<file path="src/rtl/arbitro_rr_pkg.sv">
// Shared types and sizes for the arbitro_rr round-robin scheduler and its picker.
package arbitro_rr_pkg;

    localparam int NUM_PORTS = 4;
    localparam int DEST_W    = 2;
    localparam int PTR_W     = 2;

    typedef enum logic [1:0] {
        ST_IDLE = 2'd0,
        ST_POP  = 2'd1,
        ST_CAPT = 2'd2,
        ST_HOLD = 2'd3
    } arb_state_e;

endpackage

</file>
<file path="src/rtl/rr_picker.sv">
// Combinational round-robin picker: first asserted req at or after ptr, wrapping modulo NUM_PORTS.
module rr_picker
    import arbitro_rr_pkg::*;
(
    input  logic [NUM_PORTS-1:0] req,
    input  logic [PTR_W-1:0]     ptr,
    output logic                 gnt_valid,
    output logic [PTR_W-1:0]     gnt_idx
);

    logic [PTR_W-1:0] idx;

    always_comb begin
        gnt_valid = 1'b0;
        gnt_idx   = ptr;
        idx       = ptr;
        // Walk from the farthest offset down so the nearest requester after ptr wins.
        for (int i = NUM_PORTS - 1; i >= 0; i--) begin
            idx = ptr + PTR_W'(i);
            if (req[idx]) begin
                gnt_valid = 1'b1;
                gnt_idx   = idx;
            end
        end
    end

endmodule

</file>
<file path="src/rtl/arbitro_rr.sv">
// Round-robin scheduler: pops one word from a non-empty input FIFO and pushes it to the output FIFO
// selected by data[DATA_W-1:DATA_W-2]. Define ARB_RR_CNT_EN for saturating per-output push counters.
module arbitro_rr
    import arbitro_rr_pkg::*;
#(
    parameter int DATA_W = 10
`ifdef ARB_RR_CNT_EN
    ,
    parameter int CNT_W = 8
`endif
) (
    input  logic              clk,
    input  logic              rst,
    input  logic              empty_0,
    input  logic              empty_1,
    input  logic              empty_2,
    input  logic              empty_3,
    input  logic [DATA_W-1:0] data_poped_0,
    input  logic [DATA_W-1:0] data_poped_1,
    input  logic [DATA_W-1:0] data_poped_2,
    input  logic [DATA_W-1:0] data_poped_3,
    input  logic              alm_full_0,
    input  logic              alm_full_1,
    input  logic              alm_full_2,
    input  logic              alm_full_3,
`ifdef ARB_RR_CNT_EN
    output logic [CNT_W-1:0]  cnt_push_0,
    output logic [CNT_W-1:0]  cnt_push_1,
    output logic [CNT_W-1:0]  cnt_push_2,
    output logic [CNT_W-1:0]  cnt_push_3,
`endif
    output logic              pop_0,
    output logic              pop_1,
    output logic              pop_2,
    output logic              pop_3,
    output logic              push_0,
    output logic              push_1,
    output logic              push_2,
    output logic              push_3,
    output logic [DATA_W-1:0] data_pushed_0,
    output logic [DATA_W-1:0] data_pushed_1,
    output logic [DATA_W-1:0] data_pushed_2,
    output logic [DATA_W-1:0] data_pushed_3
);

    logic [NUM_PORTS-1:0]             empty_v;
    logic [NUM_PORTS-1:0]             alm_v;
    logic [NUM_PORTS-1:0][DATA_W-1:0] data_poped_v;

    assign empty_v      = {empty_3, empty_2, empty_1, empty_0};
    assign alm_v        = {alm_full_3, alm_full_2, alm_full_1, alm_full_0};
    assign data_poped_v = {data_poped_3, data_poped_2, data_poped_1, data_poped_0};

    arb_state_e                       state_q, state_d;
    logic [PTR_W-1:0]                 rr_ptr_q, rr_ptr_d;
    logic [PTR_W-1:0]                 sel_q, sel_d;
    logic                             drop_q, drop_d;
    logic [DATA_W-1:0]                hold_q, hold_d;
    logic [NUM_PORTS-1:0]             pop_q, pop_d;
    logic [NUM_PORTS-1:0]             push_q, push_d;
    logic [NUM_PORTS-1:0][DATA_W-1:0] dpush_q, dpush_d;

    logic              gnt_valid;
    logic [PTR_W-1:0]  gnt_idx;
    logic [DATA_W-1:0] word;
    logic [DEST_W-1:0] dest;

    rr_picker u_picker (
        .req       (~empty_v),
        .ptr       (rr_ptr_q),
        .gnt_valid (gnt_valid),
        .gnt_idx   (gnt_idx)
    );

    // CAPT routes the word straight off the FIFO read port; HOLD routes the parked copy.
    assign word = (state_q == ST_HOLD) ? hold_q : data_poped_v[sel_q];
    assign dest = word[DATA_W-1 -: DEST_W];

    always_comb begin
        state_d  = state_q;
        rr_ptr_d = rr_ptr_q;
        sel_d    = sel_q;
        drop_d   = drop_q;
        hold_d   = hold_q;
        pop_d    = '0;
        push_d   = '0;
        dpush_d  = dpush_q;
        case (state_q)
            ST_IDLE: begin
                if (gnt_valid) begin
                    pop_d[gnt_idx] = 1'b1;
                    sel_d          = gnt_idx;
                    rr_ptr_d       = gnt_idx + PTR_W'(1);
                    state_d        = ST_POP;
                end
            end
            ST_POP: begin
                drop_d  = empty_v[sel_q];
                state_d = ST_CAPT;
            end
            ST_CAPT: begin
                if (drop_q) begin
                    state_d = ST_IDLE;
                end else if (!alm_v[dest]) begin
                    push_d[dest]  = 1'b1;
                    dpush_d[dest] = word;
                    state_d       = ST_IDLE;
                end else begin
                    hold_d  = word;
                    state_d = ST_HOLD;
                end
            end
            ST_HOLD: begin
                if (!alm_v[dest]) begin
                    push_d[dest]  = 1'b1;
                    dpush_d[dest] = word;
                    state_d       = ST_IDLE;
                end
            end
            default: state_d = ST_IDLE;
        endcase
    end

    always_ff @(posedge clk) begin
        if (!rst) begin
            state_q  <= ST_IDLE;
            rr_ptr_q <= '0;
            sel_q    <= '0;
            drop_q   <= 1'b0;
            hold_q   <= '0;
            pop_q    <= '0;
            push_q   <= '0;
            dpush_q  <= '0;
        end else begin
            state_q  <= state_d;
            rr_ptr_q <= rr_ptr_d;
            sel_q    <= sel_d;
            drop_q   <= drop_d;
            hold_q   <= hold_d;
            pop_q    <= pop_d;
            push_q   <= push_d;
            dpush_q  <= dpush_d;
        end
    end

    assign pop_0         = pop_q[0];
    assign pop_1         = pop_q[1];
    assign pop_2         = pop_q[2];
    assign pop_3         = pop_q[3];
    assign push_0        = push_q[0];
    assign push_1        = push_q[1];
    assign push_2        = push_q[2];
    assign push_3        = push_q[3];
    assign data_pushed_0 = dpush_q[0];
    assign data_pushed_1 = dpush_q[1];
    assign data_pushed_2 = dpush_q[2];
    assign data_pushed_3 = dpush_q[3];

`ifdef ARB_RR_CNT_EN
    logic [NUM_PORTS-1:0][CNT_W-1:0] cnt_q, cnt_d;

    // Counters move in the same cycle as the push strobe they count.
    always_comb begin
        cnt_d = cnt_q;
        for (int i = 0; i < NUM_PORTS; i++) begin
            if (push_d[i] && (cnt_q[i] != {CNT_W{1'b1}})) begin
                cnt_d[i] = cnt_q[i] + CNT_W'(1);
            end
        end
    end

    always_ff @(posedge clk) begin
        if (!rst) begin
            cnt_q <= '0;
        end else begin
            cnt_q <= cnt_d;
        end
    end

    assign cnt_push_0 = cnt_q[0];
    assign cnt_push_1 = cnt_q[1];
    assign cnt_push_2 = cnt_q[2];
    assign cnt_push_3 = cnt_q[3];
`endif

endmodule
</file>
<file path="config.mk">
export PLATFORM = sky130hd
export DESIGN_NAME = arbitro_rr
export DESIGN_NICKNAME = d
export VERILOG_FILES = /design/src/rtl/arbitro_rr_pkg.sv /design/src/rtl/rr_picker.sv /design/src/rtl/arbitro_rr.sv
export SDC_FILE = /design/constraint.sdc
export NUM_CORES = 1
export LEC_CHECK = 0
export BUFFER_PORTS_ARGS = -buffer_cell sky130_fd_sc_hd__buf_2
export CAP_MARGIN = 10
export CORE_MARGIN = 2
export CORE_UTILIZATION = 45
export CTS_CLUSTER_SIZE = 30
export DETAILED_ROUTE_END_ITERATION = 6
export GPL_TIMING_DRIVEN = 0
export PLACE_DENSITY = 0.88
export SYNTH_ARGS = -nofsm -noshare
export SYNTH_HDL_FRONTEND = slang
export SYNTH_HIERARCHICAL = 1
export SYNTH_SLANG_ARGS = --single-unit
</file>
<file path="constraint.sdc">
create_clock -name clk -period 1.95 [get_ports clk]
set_input_delay 0.39 -clock clk [delete_from_list [all_inputs] [get_ports clk]]
set_output_delay 0.39 -clock clk [all_outputs]
set_load 0.005 [all_outputs]
</file>
==> impl_metrics.ini <==
[setup_path]
critical_path_class = register to register
cp-start-kind = register
critPathArrivalTime_ns = 2.47
worstPathRequired_ns = 2.22
cp_max_fo = 5
cp-end-kind = register

[global_routing]
grt_overflow = 0
grt_max_degree = 11
antenna_found_initial = 0
grt_pass1_vias = 2652
grt_pass1_wl_um = 12200
grt_util_all_layers_pct = 22.0

[timing]
fmax_mhz = 454
skew_ns = 0.00774
fin_ws_ns = -0.254
period_share_pct = 113
worst_pin_slew_ns = 0.674
period_minus_slack_ns = 2.20
rsz0062_at_grt = true
relSlewSlack_pct = 54.9
final_max_slew_viol_count = 0
finalHoldViolations = 0
setup_viol = 52

[synthesis]
yosysSeqAreaShare_pct = 45.1
syn_inst = 294
synth_fp_nets = 348
synth-seq-cells = 65
synth_area_leaders = dfxtp_1, mux4_2, mux2i_1
avgSynthCellArea_sq_um = 9.81
synth_top_area_share_pct = 45.1
ys_types = 42
yosysTopAreaCell = dfxtp_1
synth_area_sq_um = 2890
ys_warn_count = 6

[power]
pwr-share-seq_pct = 38.2
swShare_pct = 32.1
internal_power_uw = 2760
clock_power_share_pct = 26.8
p_per_area_nw_per_um2 = 1020
irDropWorstVdd_mv = 0.541
finalPower_uw = 4060
combinationalPowerShare_pct = 35.0
leakage_uw = 0.00184
p_sw_uw = 1300

[floorplan]
die_area_sq_um = 7070
start_util_pct = 46.0
coreArea_sq_um = 6280
io_pins = 98
die_width_um = 84.1
fp.dieH_um = 84.1
placement_rows = 29

[route]
viasPerCell = 5.43
first_pass_iters = 4
drt_wl_total_um = 8240
wl_per_cell_um = 16.6
drc = 0
dr_total_vias = 2695
drtAntennaViolNets = 0
first_iter_violations = 86

[cts]
holdBufCountCts = 0
cts_inserted_buffers = 9
clk_pin_slew_ns = 0.07
clock_latency_ns = 0.34
htree_num_levels = 3
clock-sinks = 65
cts_tree = built
clockRootBuffer = clkbuf_8
clk_path_buf_depth = 2

[layout]
fin_nets = 470
mostFrequentLayoutCells = buf_2, dfxtp_1, nand2_1, o21ai_1, mux2i_1
final_common_cell = buf_2
stdcell_count = 496
area_growth_pct = 37.5
drive_above_1_share_pct = 44.9
antenna_cells = 0

[min_path]
hold_path_class = primary input to register

[place]
hpwl_um = 5510
gp_congestion = 0.838
numPortBuffers = 96
placedCellCount = 467

[job]
cap_violations = 0

[status]
violations = negative setup slack
status = finished with violations
## metal layers
| layer | up-vias | routed length, um | global-route usage [%] |
|---|---|---|---|
| met5 | - | 0 | 0 |
| met1 | 1278 | 3340 | 24.0 |
| met4 | 0 | 200 | 9.38 |
| li1 | 1294 | - | - |
| met3 | 18 | 571 | 5.84 |
| met2 | 105 | 4130 | 39.8 |
## sequential cells by signal (all words and copies together) (netlist names), 2 cells and up
name / flops
data_pushed_0: 10
sel_q: 2
state_q: 2
hold_q: 10
data_pushed_1: 10
push_q: 4
data_pushed_3: 10
pop_q: 4
rr_ptr_q: 2
data_pushed_2: 10
## power by group through the flow
stage,registers [uW],clock network (uW),logic [uW]
2_1_floorplan,1560,0,844
3_3_place_gp,1560,0,1100
3_5_place_dp,1570,0,1150
4_1_cts,1550,1100,1290
5_1_grt,1560,1150,1530
6_report,1550,1090,1420
## what timing repair did
action | in CTS | in global routing
setup buffers | 6 | 5
resized for setup | 21 | 30
pin swaps | 9 | 9
setup endpoints to repair | 50 | 54
cloned | 4 | 3
## logic make-up (layout without fill, tap and decap cells)
group | Yosys count | in the layout | synth area share (%)
adders and majority gates | 4 | 4 | 1.73
muxes | 41 | 41 | 19.2
buffers and inverters | 35 | 158 | 5.94
DFF | 65 | 65 | 45.1
and+or+nand+nor | 96 | 98 | 16.8
AOI/OAI and AO/OA | 53 | 53 | 11.3
## final timing paths
| path | start | to | slack [ns] | depth (start not counted) |
|---|---|---|---|---|
| max | sel_q[0] | hold_q[4] | -0.25 | 7 |
| min | alm_full_0 | push_q[0] | 0.29 | 2 |
| max reg2reg | sel_q[0] | hold_q[4] | -0.25 | 7 |
| min reg2reg | data_pushed_1[8] | data_pushed_1[8] | 0.44 | 2 |
## final cells by class
class                      instances  area (sq um)
buffer                            19           129
clock buffer                      11           141
clock inverter                     3          42.5
fill                             506          2310
inverter                          13          48.8
multi-input combinational        196          1550
sequential                        65          1310
tap                               77          96.3
timing repair buffer             112           657
## synthesized netlist by cell type
cell type / n
a31oi_1: 1
buf_2: 8
o21ai_0: 11
or3_1: 3
mux4_2: 10
a22o_1: 1
o21ai_1: 22
mux2_4: 1
mux2_2: 8
a41oi_1: 1
nand3_1: 24
nor3b_1: 1
a32o_1: 1
or4_1: 1
a21boi_1: 1
nand2_1: 33
o211ai_2: 2
o21a_1: 4
and2b_1: 1
buf_6: 4
inv_1: 13
and3_1: 9
mux2_1: 2
mux2i_1: 20
o221a_2: 1
a21boi_2: 1
buf_1: 2
and2b_2: 2
o211ai_1: 1
dfxtp_1: 65
a21oi_1: 5
nor3b_2: 1
or2_1: 1
a2bb2oi_1: 1
and3b_1: 1
ha_1: 4
clkbuf_1: 8
nor2b_1: 5
nand2b_1: 1
or3b_1: 1
nor2_1: 7
nor3_1: 5
## per-stage QoR
stage | TNS, ns | hold slack [ns] | cell area (sq um) | utilization, % | worst slack, ns
after global placement | -8.77 | 0.432 | 3510 | 55.9 | -0.286
final | -8.21 | 0.294 | 3970 | 63.2 | -0.254
after detailed placement | -10.24 | 0.440 | 3510 | 55.9 | -0.320
after floorplan | -1.22 | 0.436 | 2930 | - | -0.0921
after global routing | -11.35 | 0.309 | 3970 | 63.2 | -0.302
after CTS | -7.31 | 0.259 | 3820 | 60.9 | -0.261
## critical path, cell delays in order (launching register included)
cell and delay (ns):
dfxtp_4 0.37, mux2_4 0.29, a32o_2 0.23, or2_4 0.28
mux2_4 0.33, o211ai_4 0.23, buf_6 0.17, mux2i_1 0.21
Power figures use the tool's default switching activity.
